File: src/rtl/custom_addsub_seq.sv
// Multi-cycle add/sub/accumulate unit behind a start/finish call handshake.
// The result is computed at accept time and released after LATENCY cycles.
module custom_addsub_seq #(
    parameter int               WIDTH    = 32,
    parameter int               LATENCY  = 3,
    parameter logic [WIDTH-1:0] ACC_INIT = {WIDTH{1'b0}}
) (
    input  logic             clk,
    input  logic             reset,
    input  logic             start,
    input  logic [WIDTH-1:0] arg_i,
    input  logic [WIDTH-1:0] arg_j,
    input  logic [1:0]       arg_mode,
    output logic             finish,
    output logic [WIDTH-1:0] return_val,
    output logic             overflow
);

    localparam int            CW     = 5;
    localparam logic [CW-1:0] LAT_M1 = CW'(LATENCY - 1);

    typedef enum logic [1:0] {
        S_IDLE = 2'b00,
        S_BUSY = 2'b01,
        S_DONE = 2'b10
    } state_t;

    state_t           r_state;
    logic [CW-1:0]    r_cnt;
    logic [WIDTH-1:0] r_acc;
    logic [WIDTH-1:0] r_res;
    logic             r_res_ovf;
    logic             r_finish;
    logic [WIDTH-1:0] r_return_val;
    logic             r_overflow;

    logic [WIDTH-1:0] w_sum;
    logic [WIDTH-1:0] w_diff;
    logic [WIDTH-1:0] w_acc_sum;
    logic [WIDTH-1:0] w_res;
    logic             w_ovf;
    logic [WIDTH-1:0] w_acc_nxt;
    logic             w_accept;

    function automatic logic add_ovf(input logic [WIDTH-1:0] a,
                                     input logic [WIDTH-1:0] b,
                                     input logic [WIDTH-1:0] s);
        return (a[WIDTH-1] == b[WIDTH-1]) && (s[WIDTH-1] != a[WIDTH-1]);
    endfunction

    function automatic logic sub_ovf(input logic [WIDTH-1:0] a,
                                     input logic [WIDTH-1:0] b,
                                     input logic [WIDTH-1:0] d);
        return (a[WIDTH-1] != b[WIDTH-1]) && (d[WIDTH-1] != a[WIDTH-1]);
    endfunction

    assign w_sum     = arg_i + arg_j;
    assign w_diff    = arg_i - arg_j;
    assign w_acc_sum = r_acc + arg_i;
    assign w_accept  = start && (r_state != S_BUSY);

    // Result, overflow and next accumulator for the requested mode
    always_comb begin
        w_res     = {WIDTH{1'b0}};
        w_ovf     = 1'b0;
        w_acc_nxt = r_acc;
        case (arg_mode)
            2'b00: begin
                w_res = w_sum;
                w_ovf = add_ovf(arg_i, arg_j, w_sum);
            end
            2'b01: begin
                w_res = w_diff;
                w_ovf = sub_ovf(arg_i, arg_j, w_diff);
            end
            2'b10: begin
                w_res     = w_acc_sum;
                w_ovf     = add_ovf(r_acc, arg_i, w_acc_sum);
                w_acc_nxt = w_acc_sum;
            end
            2'b11: begin
                w_res     = r_acc;
                w_ovf     = 1'b0;
                w_acc_nxt = ACC_INIT;
            end
            default: begin
                w_res     = {WIDTH{1'b0}};
                w_ovf     = 1'b0;
                w_acc_nxt = r_acc;
            end
        endcase
    end

    // Call FSM, latency counter, accumulator and registered outputs
    always_ff @(posedge clk or negedge reset) begin
        if (!reset) begin
            r_state      <= S_IDLE;
            r_cnt        <= {CW{1'b0}};
            r_acc        <= ACC_INIT;
            r_res        <= {WIDTH{1'b0}};
            r_res_ovf    <= 1'b0;
            r_finish     <= 1'b0;
            r_return_val <= {WIDTH{1'b0}};
            r_overflow   <= 1'b0;
        end else begin
            case (r_state)
                S_BUSY: begin
                    // Counter is at least 1 here; reaching 1 releases the result
                    if (r_cnt <= 5'd1) begin
                        r_state      <= S_DONE;
                        r_cnt        <= {CW{1'b0}};
                        r_finish     <= 1'b1;
                        r_return_val <= r_res;
                        r_overflow   <= r_res_ovf;
                    end else begin
                        r_state  <= S_BUSY;
                        r_cnt    <= r_cnt - 5'd1;
                        r_finish <= 1'b0;
                    end
                end
                S_IDLE, S_DONE: begin
                    if (w_accept) begin
                        r_acc     <= w_acc_nxt;
                        r_res     <= w_res;
                        r_res_ovf <= w_ovf;
                        if (LATENCY == 1) begin
                            r_state      <= S_DONE;
                            r_cnt        <= {CW{1'b0}};
                            r_finish     <= 1'b1;
                            r_return_val <= w_res;
                            r_overflow   <= w_ovf;
                        end else begin
                            r_state  <= S_BUSY;
                            r_cnt    <= LAT_M1;
                            r_finish <= 1'b0;
                        end
                    end else begin
                        r_state  <= S_IDLE;
                        r_finish <= 1'b0;
                    end
                end
                default: begin
                    r_state  <= S_IDLE;
                    r_cnt    <= {CW{1'b0}};
                    r_finish <= 1'b0;
                end
            endcase
        end
    end

    assign finish     = r_finish;
    assign return_val = r_return_val;
    assign overflow   = r_overflow;

endmodule

File: config.mk
export PLATFORM = sky130hd
export DESIGN_NAME = custom_addsub_seq
export DESIGN_NICKNAME = d
export VERILOG_FILES = /design/src/rtl/custom_addsub_seq.sv
export SDC_FILE = /design/constraint.sdc
export NUM_CORES = 1
export LEC_CHECK = 0
export BUFFER_PORTS_ARGS = -buffer_cell sky130_fd_sc_hd__buf_2
export CORE_ASPECT_RATIO = 1.25
export CORE_MARGIN = 8
export CORE_UTILIZATION = 47
export CTS_CLUSTER_SIZE = 20
export DETAILED_ROUTE_END_ITERATION = 7
export PLACE_DENSITY = 0.75
export SLEW_MARGIN = 15
export SYNTH_ARGS = -nofsm -noshare
export SYNTH_HDL_FRONTEND = slang
export SYNTH_SLANG_ARGS = --single-unit
File: constraint.sdc
create_clock -name clk -period 8.1 [get_ports clk]
set_input_delay 1.215 -clock clk [delete_from_list [all_inputs] [get_ports clk]]
set_output_delay 1.215 -clock clk [all_outputs]
set_load 0.05 [all_outputs]
==> results list, run 1 <==
* Power density relative to cell area: 290 nW/um^2
* Most used cell along the critical path: inv_1
- Derived from the worst setup path, the maximum achievable clock frequency is 245 MHz.
- Worst path slowest cell: a211oi_1
* Max-Slew Margin vs Limit: 36.8%
- In the global route stage, overall resource usage came out at 22.6%.
* Total chip power: 3130 uW
- Synthesis produced a netlist with a net count of 1437.
* Req. time, crit path: 8.35 ns
- The path class of the tightest hold or removal check is reg -> reg.
- In this run the count of I/O pins placed on the die edge is 103.
- Number of synthesized flops with an enable pin: 0
* Total global routing overflow: 0
- Post-layout net count: 1493
* Initial Util: 47.6%
* Largest family of logic cells by synthesized area: compound AO/OA/AOI/OAI gates
- After layout, the worst path uses 50.4% of the clock period.
- Leaving out fill and tap cells, the most frequent cell in the layout is nand2_1.
- Top delay family on crit path: compound AO/OA/AOI/OAI gates
- CTS Hold Buffers Added: 0
- Endpoint arrival time on the critical path: 4.33 ns
* Post-Route Utilization: 52.1%
* Clk Latency, worst-skew pair: 0.36 ns
* First drt pass iteration count: 5
- DRC Markers: 0
- Relative to the synthesized area, the layout overhead comes to 9.63%.
* Setup repair bufs after CTS: 0
- Summing the areas of all and, or, nand and nor instances in the mapped netlist gives 20.5% of the synthesized area.
* Number of distinct library cells after synthesis: 86
- The max-slew violation count came to 0.
- Proportion of synthesized area in mux cells: 2.00%
- H-tree depth: 3
- Flop and latch count out of synthesis: 106
- For this run, global-route usage on met3 was measured as 3.81%.
- Worst Setup End Kind: flop
- Max capacitance violation total: 0
- The floorplan has 59 rows.
- For this run, the leading register cell type out of synthesis is dfrtp_1.
- The first global-routing pass estimated 48000 um of wire.
- The setup path with the least slack is of type in -> reg.
- Max Fanout on Critical Path: 3
- Entering global routing, the biggest net connects 61 pins.
- CTS Root Buffer Type: clkbuf_16
* Met2 Usage GRT: 35.2%
* Highest cell delay on the worst timing path: 0.42 ns
- Final critical-path required period: 4.08 ns
- Total negative setup slack: 0 ns
- Wirelength, routed: 29300 um
- The analysis attributes to cell leakage a power of 0.00519 uW.
* Met1 Resource Use GR: 31.1%
* Placed Instance Area: 10500 sq um
* Highest-count cells in the layout ignoring fill and taps: nand2_1 (226), dfrtp_1 (106), buf_2 (101)
- Setup repair after global routing left no endpoint under its margin.
* Final setup violation count: 0
- TritonCTS built the clock tree.
* CTS Buf Count: 9
- The average instance in the mapped netlist occupies 7.77 sq um.
- Using the TritonRoute via totals, the vias-per-cell ratio works out to 5.88.
- Adder-cell share of the synthesized area: 12.7%
- The clock passes through at most 2 buffers.
* Area fraction in compound gates after synthesis: 27.3%
- The die covers 25900 sq um.
- The run finished with clean final reports.
* Routed via count: 9450
* Worst-Margin Slew: 0.943 ns
- Num Clock Sinks: 106
- After detailed routing, the average wire length per cell comes to 18.2 um.
- Smallest setup slack after layout: 4.02 ns
- Synth Warn #: 0
* Synth async-reset ratio: 100%
* Post-Syn Area: 9860 sq um
- Weighted congestion reported at the end of routability-driven placement: 0.926
- The layout has 2030 filler cells.
- Vias in the first global route: 9270
- Area of the core: 20700 sq um
- Together, buffers and inverters on the worst path number 3.
* Register clock-pin slew on the reported worst setup and hold paths: 0.08 ns
- Fraction of layout cells with a size suffix above 1: 11.9%
* Number of instances in the synthesized netlist: 1270
* Placement Setup Slack: 3.71 ns
- Sequential fraction of the synthesis area: 26.9%
- Between clock sinks in the finished design, the worst skew comes to 0.00926 ns.
- Input and output buffers added on the ports amount to 102.
* Xor and xnor area share after synthesis: 5.20%
* Maximum vdd ir drop: 0.149 mV
* Cells along the critical path: buf_2, inv_1, ha_1, inv_1, fa_1, a211oi_1, o21ai_0, or3b_4, a21oi_1, o31a_1, a221oi_2, mux2i_1, o211ai_1, o32a_2
* Vertical die dimension: 178 um
- Antenna viol nets, final: 0
- Post-CTS resize count: 0
- Initial antenna violation count: 1
- After legalization and detailed placement, the total HPWL measured 22700 um.
* Critical path launch point type: input pin
* First DRT Iteration DRCs: 654
- The die is 146 um wide.
* Total non-filler cell area in the finished layout: 10800 sq um
- The final hold violation count is 0.
- Busiest grt layer: met2
==> per-layer routing <==
metal  wire, um  part of all wire (%)
met3       2100                   7.2
met2      13000                    44
met1      13500                    46
met5          0                     0
met4        712                   2.4
==> worst register-to-register path: cells and delay by family, from the launching register on <==
family                     cells  cell delay (ns)
AOI/OAI and AO/OA              5             1.69
xor gates and xnor gates       1             0.17
adders and majority gates      1             0.40
DFF                            1             0.45
and+or+nand+nor                3             0.53
==> power breakdown <==
group          total, uW  internal (uW)  switching (uW)
clock network        431            221             210
logic               1770            618            1150
registers            933            764             169
total               3130           1600            1530
==> worst paths after layout <==
| kind | end | depth (start not counted) | startpoint | slack (ns) |
|---|---|---|---|---|
| worst max-delay path | r_res[30] | 14 | arg_i[0] | 4.02 |
| worst max register to register | r_res[29] | 10 | r_acc[8] | 4.79 |
| worst min-delay path | return_val[26] | 2 | return_val[26] | 0.47 |
| max in group asynchronous | return_val[29] | 2 | reset | 6.01 |
| worst min register to register | return_val[26] | 2 | return_val[26] | 0.47 |
| min in group asynchronous | r_acc[2] | 1 | reset | 0.88 |
==> state kept, by name (all words and copies together) (netlist names) <==
signal and cells:
finish 1, overflow 1, r_acc 32, r_cnt 5, r_res 32, r_res_ovf 1
r_state 2, return_val 32
==> synth_stat cells, drive strengths merged (5+ instances only) <==
cell	count	area share (%)
o211ai	14	1.1
ha	95	12
o311a	7	0.71
a22o	8	0.71
nand4	8	0.51
nor2	98	3.7
xnor2	33	2.9
a221oi	10	1.2
a21oi	94	4.8
a211oi	15	1.2
a41oi	5	0.44
nand2b	7	0.44
o21bai	8	0.61
a31oi	20	1.3
o21ai	102	5.2
a21boi	5	0.42
a21o	26	2.0
dfrtp	106	27
o22ai	5	0.32
o31ai	14	1.1
nor3b	5	0.43
xor2	23	2.0
and3	10	0.63
a311oi	5	0.44
buf	19	0.94
nand3	21	1.1
or3	7	0.44
clkinv	5	0.19
nand2	226	8.6
nor2b	24	1.5
a22oi	6	0.46
clkbuf	48	1.8
a32o	5	0.51
o21a	12	0.91
inv	65	2.5
nor3	22	1.1
nor4	8	0.51
mux2i	13	1.3
==> layout make-up <==
class / instances / area (sq um) / share of cell area [%]
Clock inverter: 6 / 47.5 / 0.440
Inverter: 70 / 263 / 2.43
Tap cell: 274 / 343 / 3.17
Multi-Input combinational cell: 1027 / 6680 / 61.8
Timing Repair Buffer: 112 / 588 / 5.44
Antenna cell: 1 / 2.50 / 0.0231
Sequential cell: 106 / 2650 / 24.5
Clock buffer: 10 / 239 / 2.21
==> kinds of logic (layout without fill, tap and decap cells) <==
kind of cell | count (synthesis) | in the layout
buffers and inverters | 137 | 198
adders and majority gates | 98 | 98
DFF | 106 | 106
other | 0 | 1
AOI/OAI and AO/OA | 399 | 399
xor gates and xnor gates | 57 | 57
and+or+nand+nor | 455 | 455
muxes | 18 | 18
==> stage by stage <==
step	hold slack, ns	std cells
floorplan	0.439	1270
global placement	0.447	1589
detailed placement	0.456	1589
CTS	0.474	1605
global route	0.491	1606
finish	0.468	1606
No activity file was read; power rests on OpenSTA's default activity.
==> run 2, diff against run 1 <==
--- a/config.mk
+++ b/config.mk
@@ -5,13 +5,14 @@
 export SDC_FILE = /design/constraint.sdc
 export NUM_CORES = 1
 export LEC_CHECK = 0
+export ABC_AREA = 1
 export BUFFER_PORTS_ARGS = -buffer_cell sky130_fd_sc_hd__buf_2
 export CORE_ASPECT_RATIO = 1.25
 export CORE_MARGIN = 8
 export CORE_UTILIZATION = 47
 export CTS_CLUSTER_SIZE = 20
 export DETAILED_ROUTE_END_ITERATION = 7
-export PLACE_DENSITY = 0.75
+export PLACE_DENSITY = 0.74
 export SLEW_MARGIN = 15
 export SYNTH_ARGS = -nofsm -noshare
 export SYNTH_HDL_FRONTEND = slang
==> constraint.sdc (replaced) <==
create_clock -name clk -period 4 [get_ports clk]
set_input_delay 0.6 -clock clk [delete_from_list [all_inputs] [get_ports clk]]
set_output_delay 0.6 -clock clk [all_outputs]
set_load 0.05 [all_outputs]
==> run 2 against run 1 <==
Synthesized area is 21% higher. Clock skew is 0.0030 ns higher. Critical path depth is 3 higher. Via count is 38% higher. Non-clock buffer count is 4 lower. Global-route usage is 6.1 points higher.
==> results list, run 2 <==
* Most common cell after layout, fill and taps aside: nand2_1 (unchanged)
* Static power due to leakage: 0.00735 uW (was 0.00519 uW)
* Crit path kind: in -> reg (unchanged)
* Most used DFF post-synth: dfrtp_1 (unchanged)
- Floorplan row count: 65 (was 59)
- Proportion of synthesized area in mux cells: 3.12% (was 2.00%)
- The maximum buffer depth of the clock tree is 2 (unchanged).
- The placeable core region came to 25100 sq um (was 20700 sq um).
- The type of origin of the critical path is an input pin (unchanged).
- Routed wl met2: 20300 um (was 13000 um)
- Wirelength, routed: 44100 um (was 29300 um)
- The cell area after synthesis came to 11900 sq um (was 9860 sq um).
* R2R Setup Slk: 1.36 ns (was 4.79 ns)
* Vertical die dimension: 194 um (was 178 um)
* Total inserted antenna cells: 0 (was 1)
- Highest-count cells in the layout ignoring fill and taps: nand2_1 (668), inv_1 (348), nor2_1 (177) (was nand2_1 (226), dfrtp_1 (106), buf_2 (101)).
* Hold violation count in the final report: 0 (unchanged)
- The library cell occupying the most area in the post-synthesis netlist was dfrtp_1 (unchanged).
- Pins over their slew limit: 0 (unchanged)
- The number of warnings reported in the yosys synthesis log was 0 (unchanged).
* First DRT Iteration DRCs: 1106 (was 654)
- Adder-cell share of the synthesized area: 10.5% (was 12.7%)
- Half-perimeter wire length of the detailed placement result: 37000 um (was 22700 um)
- Largest family of logic cells by synthesized area: simple AND/OR/NAND/NOR gates (was compound AO/OA/AOI/OAI gates)
- Fraction of synthesized cell area taken by the top area cell type: 22.3% (was 26.9%)
- The worst min-delay path class is in -> async (was reg -> reg).
* Count of input and output buffers: 102 (unchanged)
* Area Growth Syn to Fin: 8.81% (was 9.63%)
* Sequential fraction of the synthesis area: 22.3% (was 26.9%)
- The uppermost signal routing layer after detailed routing is met5 (was met4).
- The wire length on met1 came to 18800 um (was 13500 um).
- The total clock buffers created by CTS is 9 (unchanged).
- Power density relative to cell area: 520 nW/um^2 (was 290 nW/um^2)
- The sequential group share of total power came to 27.8% (was 29.8%).
- The average size of a mapped cell was 5.95 sq um (was 7.77 sq um).
- The first-pass GRT wire length came to 67100 um (was 48000 um).
- The die span in x was 158 um (was 146 um).
- Final critical-path required period: 2.65 ns
* Clock share of power: 13.4% (was 13.8%)
- The number of distinct standard cells referenced by the synthesized netlist was 43 (was 86).
- Reg-to-reg critical path startpoint: r_acc[17] (was r_acc[8])
* Total die area: 30700 sq um (was 25900 sq um)
- The fraction of synthesis flops using an asynchronous set or reset pin was 100% (unchanged).
- The switching share of total power is 52.1% (was 48.8%).
- Clk Latency, worst-skew pair: 0.38 ns (was 0.36 ns)
- The number of antenna violations at the first check in global routing was 1 (unchanged).
- The maximum vdd drop was 0.249 mV (was 0.149 mV).
* Cells taking the most area after synthesis: dfrtp_1 (22%), nand2_1 (21%), inv_1 (11%) (was dfrtp_1 (27%), ha_1 (12%), nand2_1 (8.6%))
- The post-synthesis compound-gate area fraction was 11.0% (was 27.3%).
- Combinational Power Share: 58.9% (was 56.4%)
- The internal portion of total power came to 3230 uW (was 1600 uW).
* Number of top-level design ports: 103 (unchanged)
* Final setup violation count: 0 (unchanged)
- Total negative setup slack: 0 ns (unchanged)
- The XOR/XNOR share of the synthesized area was 0.367% (was 5.20%).
* First drt pass iteration count: 6 (was 5)
- Number of instances in the synthesized netlist: 2002 (was 1270)
- Run status: finished, final reports clean (unchanged).
* Max-Slew Margin vs Limit: 35.9% (was 36.8%)
- The final cell count without fillers is 2416 (was 1606).
- The number of nets in the layout came to 2243 (was 1493).
- Most common cell in the synthesized netlist: nand2_1 (unchanged)
- The biggest fanout along the worst timing path was 5 (was 3).
- H-tree depth: 3 (unchanged)
- The clock sink total is 106 (unchanged).
- Cells after DPL: 2400 (was 1589)
- The initial cell density of the core is 47.4% (was 47.6%).
- Setup crit start: arg_i[0] (unchanged)
- Post-detailed-route wirelength per cell: 18.3 um (was 18.2 um)
- The number of global-route vias before repair is 12400 (was 9270).
- Fraction of the cycle the final worst path needs: 66.3%
- Antenna viol nets, final: 0 (unchanged)
- Unrepaired setup endpoints after global routing: false (unchanged)
* Req. time, crit path: 4.26 ns (was 8.35 ns)
* Area fraction in and, or, nand and nor cells after synthesis: 39.3% (was 20.5%)
- The total routing usage reported by global routing was 28.7% (was 22.6%).
* Number of synthesized flops with an enable pin: 0 (unchanged)
* Flop and latch count out of synthesis: 106 (unchanged)
- Post-CTS resize count: 0 (unchanged)
- The maximum number of pins on one net before global-route repair is 69 (was 61).
- Top cells by count, synth: nand2_1 (668), inv_1 (348), nor2_1 (177) (was nand2_1 (226), dfrtp_1 (106), nor2_1 (98)).
- Clock tree from TritonCTS: yes (unchanged)
- The clock skew came to 0.0123 ns (was 0.00926 ns).
* Total global routing overflow: 0 (unchanged)
- CTS Hold Buffers Added: 0 (unchanged)
- Total met3 wirelength after detailed routing: 3320 um (was 2100 um)
- Net switching component of the power: 3510 uW (was 1530 uW)
- The ratio of routed vias to standard cells was 5.41 (was 5.88).
* Worst-Margin Slew: 0.959 ns (was 0.943 ns)
- Register clock-pin slew on the reported worst setup and hold paths: 0.07 ns (was 0.08 ns)
- Worst Setup End Kind: flop (unchanged)
* Routed via count: 13100 (was 9450)
- Synth Net Count: 2169 (was 1437)
* Fraction of layout cells with a size suffix above 1: 10.5% (was 11.9%)
- For this run, the top clock speed supported by timing is 377 MHz.
* DRC Markers: 0 (unchanged)
- The arrival time of the worst setup path was 2.91 ns (was 4.33 ns).
- The max-capacitance violation count is 0 (unchanged).
- CTS Root Buffer Type: clkbuf_16 (unchanged)
- Setup repair bufs after CTS: 0 (unchanged)
- Weighted congestion reported at the end of routability-driven placement: 0.950 (was 0.926)
## run 2: stage by stage
stage	setup slack, ns	cell area, sq um	hold slack (ns)	utilization (%)	total power [uW]
2_1_floorplan	1.72	11900	0.304	-	4680
3_3_place_gp	1.00	12700	0.458	50.4	5740
3_5_place_dp	0.998	12700	0.463	50.4	5820
4_1_cts	1.35	13000	0.366	51.6	6730
5_1_grt	1.13	13000	0.397	51.6	7250
6_report	1.35	13000	0.305	51.6	6740
## run 2: final timing paths
check | cells past startpoint | endpoint
hold / removal | 1 | r_acc[0]
hold reg to reg | 2 | r_res[10]
setup / recovery | 17 | r_res[22]
min in group clk | 2 | r_res[10]
max in group asynchronous | 2 | r_res[22]
setup reg to reg | 12 | r_res[29]
## run 2: cells by family after synthesis
group	after synthesis
AO/OA/AOI/OAI	237
XOR/XNOR	5
adder cells (fa/ha/maj)	98
buffers and inverters	409
flip-flops	106
multiplexers	33
AND/OR/NAND/NOR	1114
## run 2: power by group through the flow
stage | sequential, uW | clock [uW] | combinational (uW)
after floorplan | 2310 | 0 | 2380
after global placement | 1850 | 0 | 3880
after detailed placement | 1890 | 0 | 3930
after CTS | 1870 | 916 | 3950
after global routing | 1920 | 953 | 4370
final | 1870 | 901 | 3970
## run 2: cell type report
cell class	instances	area, sq um
inverters	364	1370
repair buffers	108	571
multi-input cells	1487	7660
fillers	2708	12200
well taps	335	419
flip-flops and latches	106	2650
clock buffers	11	253
clock inverters	5	45.0
## run 2: worst max-delay path, stage by stage
cell and delay (ns):
buf_2 0.13, inv_1 0.06, ha_1 0.13, inv_1 0.10
fa_1 0.55, nand3_1 0.17, nand3_1 0.19, nand2_1 0.11
nand2_1 0.10, nand2_1 0.11, nand2_2 0.11, nand2_1 0.13
nand3_1 0.08, nand3_1 0.09, nand3_1 0.09, nor2_1 0.11
nor2_1 0.04
## run 2: metal layers
layer | vias to the layer above | global-route usage, %
met4 | 2 | 11.6
li1 | 6432 | -
met3 | 91 | 3.79
met1 | 6055 | 37.0
met5 | - | 0
met2 | 489 | 47.1
